$ cat src/rtl/serial_add_pkg.sv
// Shared constants for the bit-serial adder controller: FSM state encoding and default width.
package serial_add_pkg;

    localparam logic [1:0] ST_IDLE = 2'd0;
    localparam logic [1:0] ST_RUN  = 2'd1;
    localparam logic [1:0] ST_DONE = 2'd2;

    localparam int SA_WIDTH_DEF = 8;

endpackage

$ cat src/rtl/full_add_bit.sv
// One-bit full adder assembled from two half-adder cells and an OR gate for the carry.
module full_add_bit (
    input  logic a,
    input  logic b,
    input  logic cin,
    output logic s,
    output logic co
);

    logic ha0_s;
    logic ha0_c;
    logic ha1_c;

    assign ha0_s = a ^ b;
    assign ha0_c = a & b;
    assign s     = ha0_s ^ cin;
    assign ha1_c = ha0_s & cin;
    assign co    = ha0_c | ha1_c;

endmodule

$ cat src/rtl/serial_add_ctrl.sv
// Bit-serial adder controller: LSB-first addition through one shared full-add cell.
// Optional subtract mode (port sub) is enabled by defining SERIAL_ADD_SUB_EN.
module serial_add_ctrl
    import serial_add_pkg::*;
#(
    parameter int WIDTH = SA_WIDTH_DEF
) (
    input  logic             clk,
    input  logic             rst_n,
    input  logic             in_valid,
    output logic             in_ready,
    input  logic [WIDTH-1:0] a,
    input  logic [WIDTH-1:0] b,
`ifdef SERIAL_ADD_SUB_EN
    input  logic             sub,
`endif
    output logic             out_valid,
    input  logic             out_ready,
    output logic [WIDTH-1:0] sum,
    output logic             cout,
    output logic             busy
);

    localparam int CNT_W = $clog2(WIDTH + 1);
    localparam logic [CNT_W-1:0] LAST_BIT = CNT_W'(WIDTH - 1);

    logic [1:0]       state_reg;
    logic [1:0]       state_next;
    logic [WIDTH-1:0] a_sh_reg;
    logic [WIDTH-1:0] b_sh_reg;
    logic [WIDTH-2:0] res_sh_reg;
    logic [WIDTH-1:0] res_next;
    logic             carry_reg;
    logic [CNT_W-1:0] count_reg;
    logic [WIDTH-1:0] sum_reg;
    logic             cout_reg;
    logic             fa_s;
    logic             fa_co;

    full_add_bit u_fa (
        .a   (a_sh_reg[0]),
        .b   (b_sh_reg[0]),
        .cin (carry_reg),
        .s   (fa_s),
        .co  (fa_co)
    );

    // The newest sum bit enters at the MSB; only the upper WIDTH-1 bits need storing.
    assign res_next = {fa_s, res_sh_reg};

    always_ff @(posedge clk or negedge rst_n) begin
        if (!rst_n) begin
            state_reg <= ST_IDLE;
        end else begin
            state_reg <= state_next;
        end
    end

    always_comb begin
        state_next = state_reg;
        case (state_reg)
            ST_IDLE: if (in_valid)             state_next = ST_RUN;
            ST_RUN:  if (count_reg == LAST_BIT) state_next = ST_DONE;
            ST_DONE: if (out_ready)            state_next = ST_IDLE;
            default:                           state_next = ST_IDLE;
        endcase
    end

    always_comb begin
        in_ready  = (state_reg == ST_IDLE);
        out_valid = (state_reg == ST_DONE);
        busy      = (state_reg == ST_RUN) || (state_reg == ST_DONE);
    end

    always_ff @(posedge clk or negedge rst_n) begin
        if (!rst_n) begin
            a_sh_reg   <= '0;
            b_sh_reg   <= '0;
            res_sh_reg <= '0;
            carry_reg  <= 1'b0;
            count_reg  <= '0;
            sum_reg    <= '0;
            cout_reg   <= 1'b0;
        end else begin
            case (state_reg)
                ST_IDLE: begin
                    if (in_valid) begin
                        a_sh_reg  <= a;
                        count_reg <= '0;
`ifdef SERIAL_ADD_SUB_EN
                        // Two's-complement subtract: a + ~b + 1.
                        b_sh_reg  <= sub ? ~b : b;
                        carry_reg <= sub;
`else
                        b_sh_reg  <= b;
                        carry_reg <= 1'b0;
`endif
                    end
                end
                ST_RUN: begin
                    a_sh_reg   <= a_sh_reg >> 1;
                    b_sh_reg   <= b_sh_reg >> 1;
                    res_sh_reg <= res_next[WIDTH-1:1];
                    carry_reg  <= fa_co;
                    if (count_reg == LAST_BIT) begin
                        sum_reg  <= res_next;
                        cout_reg <= fa_co;
                    end else begin
                        count_reg <= count_reg + CNT_W'(1);
                    end
                end
                default: ;
            endcase
        end
    end

    assign sum  = sum_reg;
    assign cout = cout_reg;

endmodule
$ cat config.mk
export PLATFORM = sky130hd
export DESIGN_NAME = serial_add_ctrl
export DESIGN_NICKNAME = d
export VERILOG_FILES = /design/src/rtl/serial_add_pkg.sv /design/src/rtl/full_add_bit.sv /design/src/rtl/serial_add_ctrl.sv
export SDC_FILE = /design/constraint.sdc
export NUM_CORES = 1
export LEC_CHECK = 0
export BUFFER_PORTS_ARGS = -buffer_cell sky130_fd_sc_hd__buf_2
export CAP_MARGIN = 0
export CORE_UTILIZATION = 55
export DETAILED_ROUTE_END_ITERATION = 6
export PLACE_DENSITY_LB_ADDON = 0.08
export SETUP_SLACK_MARGIN = 0.1
export SYNTH_ARGS = -nofsm -noshare
export SYNTH_HDL_FRONTEND = slang
export SYNTH_SLANG_ARGS = --single-unit
$ cat constraint.sdc
create_clock -name clk -period 2.4 [get_ports clk]
set_clock_uncertainty 0.2 [all_clocks]
set_input_delay 0.6 -clock clk [delete_from_list [all_inputs] [get_ports clk]]
set_output_delay 0.6 -clock clk [all_outputs]
set_load 0.005 [all_outputs]
==> results of run 1 <==
-- metrics by stage --
stage / cells / area, um2
global placement: 223 / 2120
floorplan: 149 / 1910
finish: 232 / 2230
global route: 232 / 2230
CTS: 232 / 2230
detailed placement: 223 / 2120
-- power groups by stage --
stage,sequential (uW),clock [uW],combinational [uW]
floorplan,1090,0,1050
global placement,1120,0,1230
detailed placement,1140,0,1290
CTS,1120,565,1300
global route,1160,593,1420
finish,1120,544,1270
-- critical path: cells and delay by family, from the launching register on --
kind,cells,cell delay (ns)
flip-flops,1,0.40
buffers and inverters,2,0.28
adder cells (fa/ha/maj),1,0.33
-- synth_stat cells, drive strengths merged --
master | count | area share
a211oi | 1 | 0.0066
mux2 | 16 | 0.11
dfrtp | 39 | 0.51
a32o | 1 | 0.0053
and3b | 1 | 0.0053
fa | 1 | 0.011
o21ai | 16 | 0.070
nand3 | 3 | 0.0079
ha | 4 | 0.026
buf | 7 | 0.030
nand2b | 3 | 0.0099
nand2 | 19 | 0.041
nor3b | 1 | 0.0039
mux2i | 16 | 0.091
nand3b | 1 | 0.0039
inv | 4 | 0.0079
a221oi | 1 | 0.0046
o2111ai | 1 | 0.0046
nor2b | 3 | 0.0099
a32oi | 1 | 0.0046
and3 | 1 | 0.0033
and2 | 1 | 0.0033
or2b | 1 | 0.0039
o32a | 1 | 0.0053
a41oi | 1 | 0.0046
a21oi | 4 | 0.011
nor3 | 1 | 0.0026
-- per-layer routing --
metal / share of wire / GRT usage / vias up
li1: - / - / 598
met1: 0.45 / 0.248 / 589
met2: 0.50 / 0.309 / 25
met3: 0.041 / 0.0746 / 6
met4: 0.016 / 0.0909 / 0
met5: 0 / 0 / -
-- path summary, 6_finish.rpt --
| check | endpoint | slack, ns | cells after the start |
|---|---|---|---|
| hold / removal | b_sh_reg[7]$_DFFE_PN0P_ | 0.29 | 3 |
| setup / recovery | in_ready | 0.25 | 3 |
| max in group asynchronous | count_reg[2]$_DFFE_PN0P_ | 1.00 | 3 |
| setup reg to reg | count_reg[2]$_DFFE_PN0P_ | 0.53 | 6 |
| hold reg to reg | b_sh_reg[5]$_DFFE_PN0P_ | 0.29 | 2 |
| min in group asynchronous | sum[2]$_DFFE_PN0P_ | 0.53 | 2 |
-- area by class of cell --
| cell class | instances | share of cell area |
|---|---|---|
| Inverter | 4 | 0.00672 |
| Timing Repair Buffer | 36 | 0.0985 |
| Clock inverter | 3 | 0.0302 |
| Sequential cell | 39 | 0.437 |
| Multi-Input combinational cell | 99 | 0.385 |
| Clock buffer | 5 | 0.0168 |
| Tap cell | 46 | 0.0258 |
-- cell families (layout without fill, tap and decap cells) --
kind of cell               Yosys count  count (layout)  share of synthesized area
AOI/OAI and AO/OA                   27              27                      0.116
adders and majority gates            5               5                     0.0368
buffers and inverters               11              48                     0.0374
DFF                                 39              39                      0.512
muxes                               32              32                      0.203
and+or+nand+nor                     35              35                     0.0952
-- placed cells by master, fill, tap and decap left out, drive strengths merged, types with 2 or more instances in the layout --
master and count:
ha 4, buf 35, dfrtp 39, bufinv 2
mux2i 16, nor2b 3, nand2 19, nand3 3
nand2b 3, o21ai 16, a21oi 4, mux2 16
inv 4, clkbuf 5
==> metrics.csv, run 1 <==
metric,value,unit
status,"finished, final reports clean",
P&R area growth vs syn,17.3,%
fillers,272,
Syn Nets,174,
Worst Max-Slew Pin Slew,0.464,ns
Crit Reg-Reg Startpoint,state_reg[0]$_DFFE_PN0P_,
core area,3340,um2
max incr delay on CP,0.40,ns
DR WL/cell,13.8,um
post-synthesis register bit count,39,
ANT cells,0,
crit path time final,2.15,ns
TritonCTS buffer count,5,
RSZ-0062 raised after global routing,false,
Post-CTS Setup Inserts,0,
Synth Instances,149,
setup slack after layout,0.246,ns
layout cells sized above 1,0.419,
Longest Clk Path Bufs,2,
Leakage,0.00112,uW
Worst setup EP type,output pin,
overall power,2930,uW
Setup Slack @ Placement,0.546,ns
largest net degree at the start of global routing,38,
CTS Sinks,39,
Max Cap Violations,0,
Worst EP arrival,1.35,ns
final WL,3190,um
Layout Nets,210,
syn_area_per_cell,12.8,um2
post-layout util,0.670,
Port Buf Inserts,31,
Crit-path slowest cell,dfrtp_1,
Setup-failing EPs final,0,
Final period util,0.898,
Root Buffer,clkbuf_4,
NetSw,1030,uW
Peak Freq,464,MHz
DR pass1 iterations,4,
vias per inst,5.25,
total gr overflow,0,
Clock power frac,0.186,
initial antenna violation count,0,
gr usage total,0.199,
combinational share of power,0.433,
# DRC,0,
multi-input logic area,861,um2
row count,21,
register area,976,um2
Yosys cell types,33,
crit path cell chain,"inv_1, ha_1, buf_2",
total internal power,1910,uW
first-pass GRT wire length,5130,um
Final Wtd Congestion,0.757,
CP startpoint kind,flip-flop,
crit-path max FO,6,
start point of the critical path,state_reg[0]$_DFFE_PN0P_,
WHS,0.285,ns
post-detail-place hpwl,2260,um
WP data required,1.60,ns
Initial Util,0.571,
Synth Warn #,0,
1st-iter DRT viols,56,
remaining antenna violation count after routing,0,
total number of vias,1218,
DIE AREA,3700,um2
clock slew seen by the registers of the worst setup and hold paths,0.12,ns
hold-fix buffers at CTS,1,
Die X,60.9,um
maximum vdd ir drop,0.721,mV
PostCTS Resize Cnt,0,
vias in the first global route,1121,
Top Ports,32,
Final Slew Violations,0,
CP Class,flip-flop to output pin,
Hold WC Path Type,input port to flip-flop,
clock latency at the later pin of the worst-skew pair,0.35,ns
Final Hold Violating Endpoints,0,
Relative slew margins,0.690,
Power Dens Cells,1310,nW/um2
cell area after synthesis,1910,um2
TritonCTS clock tree,built,
Reg power frac,0.382,
Hold Path Origin,b[7],
TNS Setup,0,ns
die height,60.9,um
H-tree Lvls,2,
"Seq/Total Area, Yosys",0.512,
Switching Share,0.350,
(Power assumes the default switching activity.)
==> inputs of run 2 (changes only) <==
Settings changed: BUFFER_PORTS_ARGS -buffer_cell sky130_fd_sc_hd__buf_2 to -buffer_cell sky130_fd_sc_hd__buf_4, CORE_UTILIZATION 55 to 59, TNS_END_PERCENT set to 5.
Clock period 2.4 ns to 2.6 ns, I/O delays scaled along.
==> run 2 against run 1 <==
Net effect:
- design area rose by 0.62%
- power fell by 9.3%
- first-iteration DRC count fell by 59%
- cell count fell by 2.2%
- wire length rose by 0.85%
- utilization rose by 6.7 points
- via count rose by 2.9%
- sequential share of layout area fell by 0.27 points
- sequential power fell by 7%
- flip-flop and latch count did not move
- non-clock buffer count fell by 3
- clock power fell by 24%
==> metrics.csv, run 2 (same netlist as run 1, synthesis figures left out) <==
metric,value,unit,change
WP data required,1.75,ns,+0.15 ns
setup slack after layout,0.423,ns,+0.178 ns
crit-path max FO,6,,unchanged
core area,3050,um2,-8.5%
CP bufs+invs,2,,unchanged
gr usage total,0.214,,+0.0147
row count,20,,-4.8%
TritonCTS buffer count,5,,unchanged
CP Class,flip-flop to output pin,,
largest net degree at the start of global routing,40,,+5.3%
Worst EP arrival,1.33,ns,-0.02 ns
Reg power frac,0.391,,+0.009
Final Slew Violations,0,,unchanged
multi-input logic area,861,um2,unchanged
Setup-failing EPs final,0,,unchanged
total number of vias,1253,,+2.9%
RSZ-0062 raised after global routing,false,,
die height,58.8,um,-3.3%
ANT cells,0,,unchanged
clock latency at the later pin of the worst-skew pair,0.33,ns,-0.02 ns
combinational share of power,0.454,,+0.021
P&R area growth vs syn,18.0,%,
first-pass GRT wire length,5550,um,+8.3%
DR pass1 iterations,5,,+1
maximum vdd ir drop,0.760,mV,+5.3%
remaining antenna violation count after routing,0,,unchanged
1st-iter DRT viols,23,,-59%
overall power,2660,uW,-9.3%
Leakage,0.00111,uW,-0.58%
"commonest non-fill, non-tap cells in the layout","dfrtp_1 (39), buf_4 (32), nand2_1 (18)",,
Root Buffer,clkbuf_4,,
vias in the first global route,1227,,+9.5%
crit path cell chain,"inv_1, ha_1, buf_4",,
Worst setup EP type,output pin,,
Longest Clk Path Bufs,2,,unchanged
Peak Freq,459,MHz,
# DRC,0,,unchanged
NetSw,969,uW,-5.5%
Initial Util,0.624,,+0.0531
Top Ports,32,,unchanged
CTS Sinks,39,,unchanged
H-tree Lvls,2,,unchanged
Hold WC Path Type,input port to async pin,,
initial antenna violation count,0,,unchanged
CP startpoint kind,flip-flop,,
Power Dens Cells,1180,nW/um2,-9.9%
final WL,3220,um,+0.85%
"commonest non-fill, non-tap cell in the layout",dfrtp_1,,
post-detail-place hpwl,2250,um,-0.24%
Max Cap Violations,0,,unchanged
DR WL/cell,14.2,um,+3.1%
DIE AREA,3460,um2,-6.6%
Relative slew margins,0.623,,-0.0673
clock slew seen by the registers of the worst setup and hold paths,0.13,ns,about the same
max incr delay on CP,0.41,ns,about the same
"CP delay by family, top",flip-flops,,
Post-CTS Setup Inserts,0,,unchanged
total gr overflow,0,,unchanged
Switching Share,0.364,,+0.0149
register area,976,um2,unchanged
hold-fix buffers at CTS,0,,-1
Worst Max-Slew Pin Slew,0.554,ns,+0.0891 ns
status,"finished, final reports clean",,
placed inst area,2170,um2,+2.2%
TritonCTS clock tree,built,,
Final period util,0.837,,
crit path time final,2.18,ns,
Layout Nets,207,,-1.4%
Port Buf Inserts,31,,unchanged
PostCTS Resize Cnt,0,,unchanged
total internal power,1690,uW,-11%
Crit-path slowest cell,dfrtp_1,,
vias per inst,5.52,,+5.1%
"Design Area, Final",2250,um2,+0.62%
TNS Setup,0,ns,unchanged
fillers,239,,-12%
Final Wtd Congestion,0.787,,+4.0%
Setup Slack @ Placement,0.470,ns,-0.0759 ns
Die X,58.8,um,-3.3%
layout cells sized above 1,0.415,,-0.00405
Final Hold Violating Endpoints,0,,unchanged
Clock power frac,0.156,,-0.030
-- run 2: layout make-up --
type                    instances  share of cell area
inverters                       4             0.00668
repair buffers                 33               0.116
multi-input cells              99               0.383
clock buffers                   5              0.0167
flip-flops and latches         39               0.434
well taps                      44              0.0245
clock inverters                 3              0.0195
-- run 2: metrics by stage --
| step | std cells | util | hold WS [ns] |
|---|---|---|---|
| 2_1_floorplan | 149 | - | 0.154 |
| 3_3_place_gp | 219 | 0.710 | 0.259 |
| 3_5_place_dp | 219 | 0.710 | 0.267 |
| 4_1_cts | 227 | 0.736 | 0.0633 |
| 5_1_grt | 227 | 0.736 | 0.0712 |
| 6_report | 227 | 0.736 | 0.0505 |
-- run 2: final timing paths --
kind / end / cells after the start / slack (ns) / startpoint
hold / removal: res_sh_reg[2]$_DFFE_PN0P_ / 1 / 0.05 / rst_n
setup / recovery: in_ready / 3 / 0.42 / state_reg[0]$_DFFE_PN0P_
hold reg to reg: a_sh_reg[2]$_DFFE_PN0P_ / 2 / 0.29 / a_sh_reg[2]$_DFFE_PN0P_
setup reg to reg: count_reg[1]$_DFFE_PN0P_ / 6 / 0.46 / state_reg[1]$_DFFE_PN0P_
min in group clk: a_sh_reg[2]$_DFFE_PN0P_ / 2 / 0.29 / a_sh_reg[2]$_DFFE_PN0P_
max in group asynchronous: a_sh_reg[2]$_DFFE_PN0P_ / 1 / 1.79 / rst_n
-- run 2: power by group through the flow --
| stage | registers, uW | clock network [uW] | logic (uW) |
|---|---|---|---|
| after floorplan | 1010 | 0 | 967 |
| after global placement | 1030 | 0 | 1170 |
| after detailed placement | 1050 | 0 | 1220 |
| after CTS | 1040 | 416 | 1220 |
| after global routing | 1080 | 447 | 1330 |
| final | 1040 | 413 | 1210 |
-- run 2: per-layer routing --
metal  part of all wire  wire (um)  track usage  vias up
met4             0.0053         17       0.0646        0
met5                  0          0            0        -
met3              0.031        101       0.0484        2
met2               0.50       1620        0.351       28
met1               0.46       1470        0.285      627
li1                   -          -            -      596
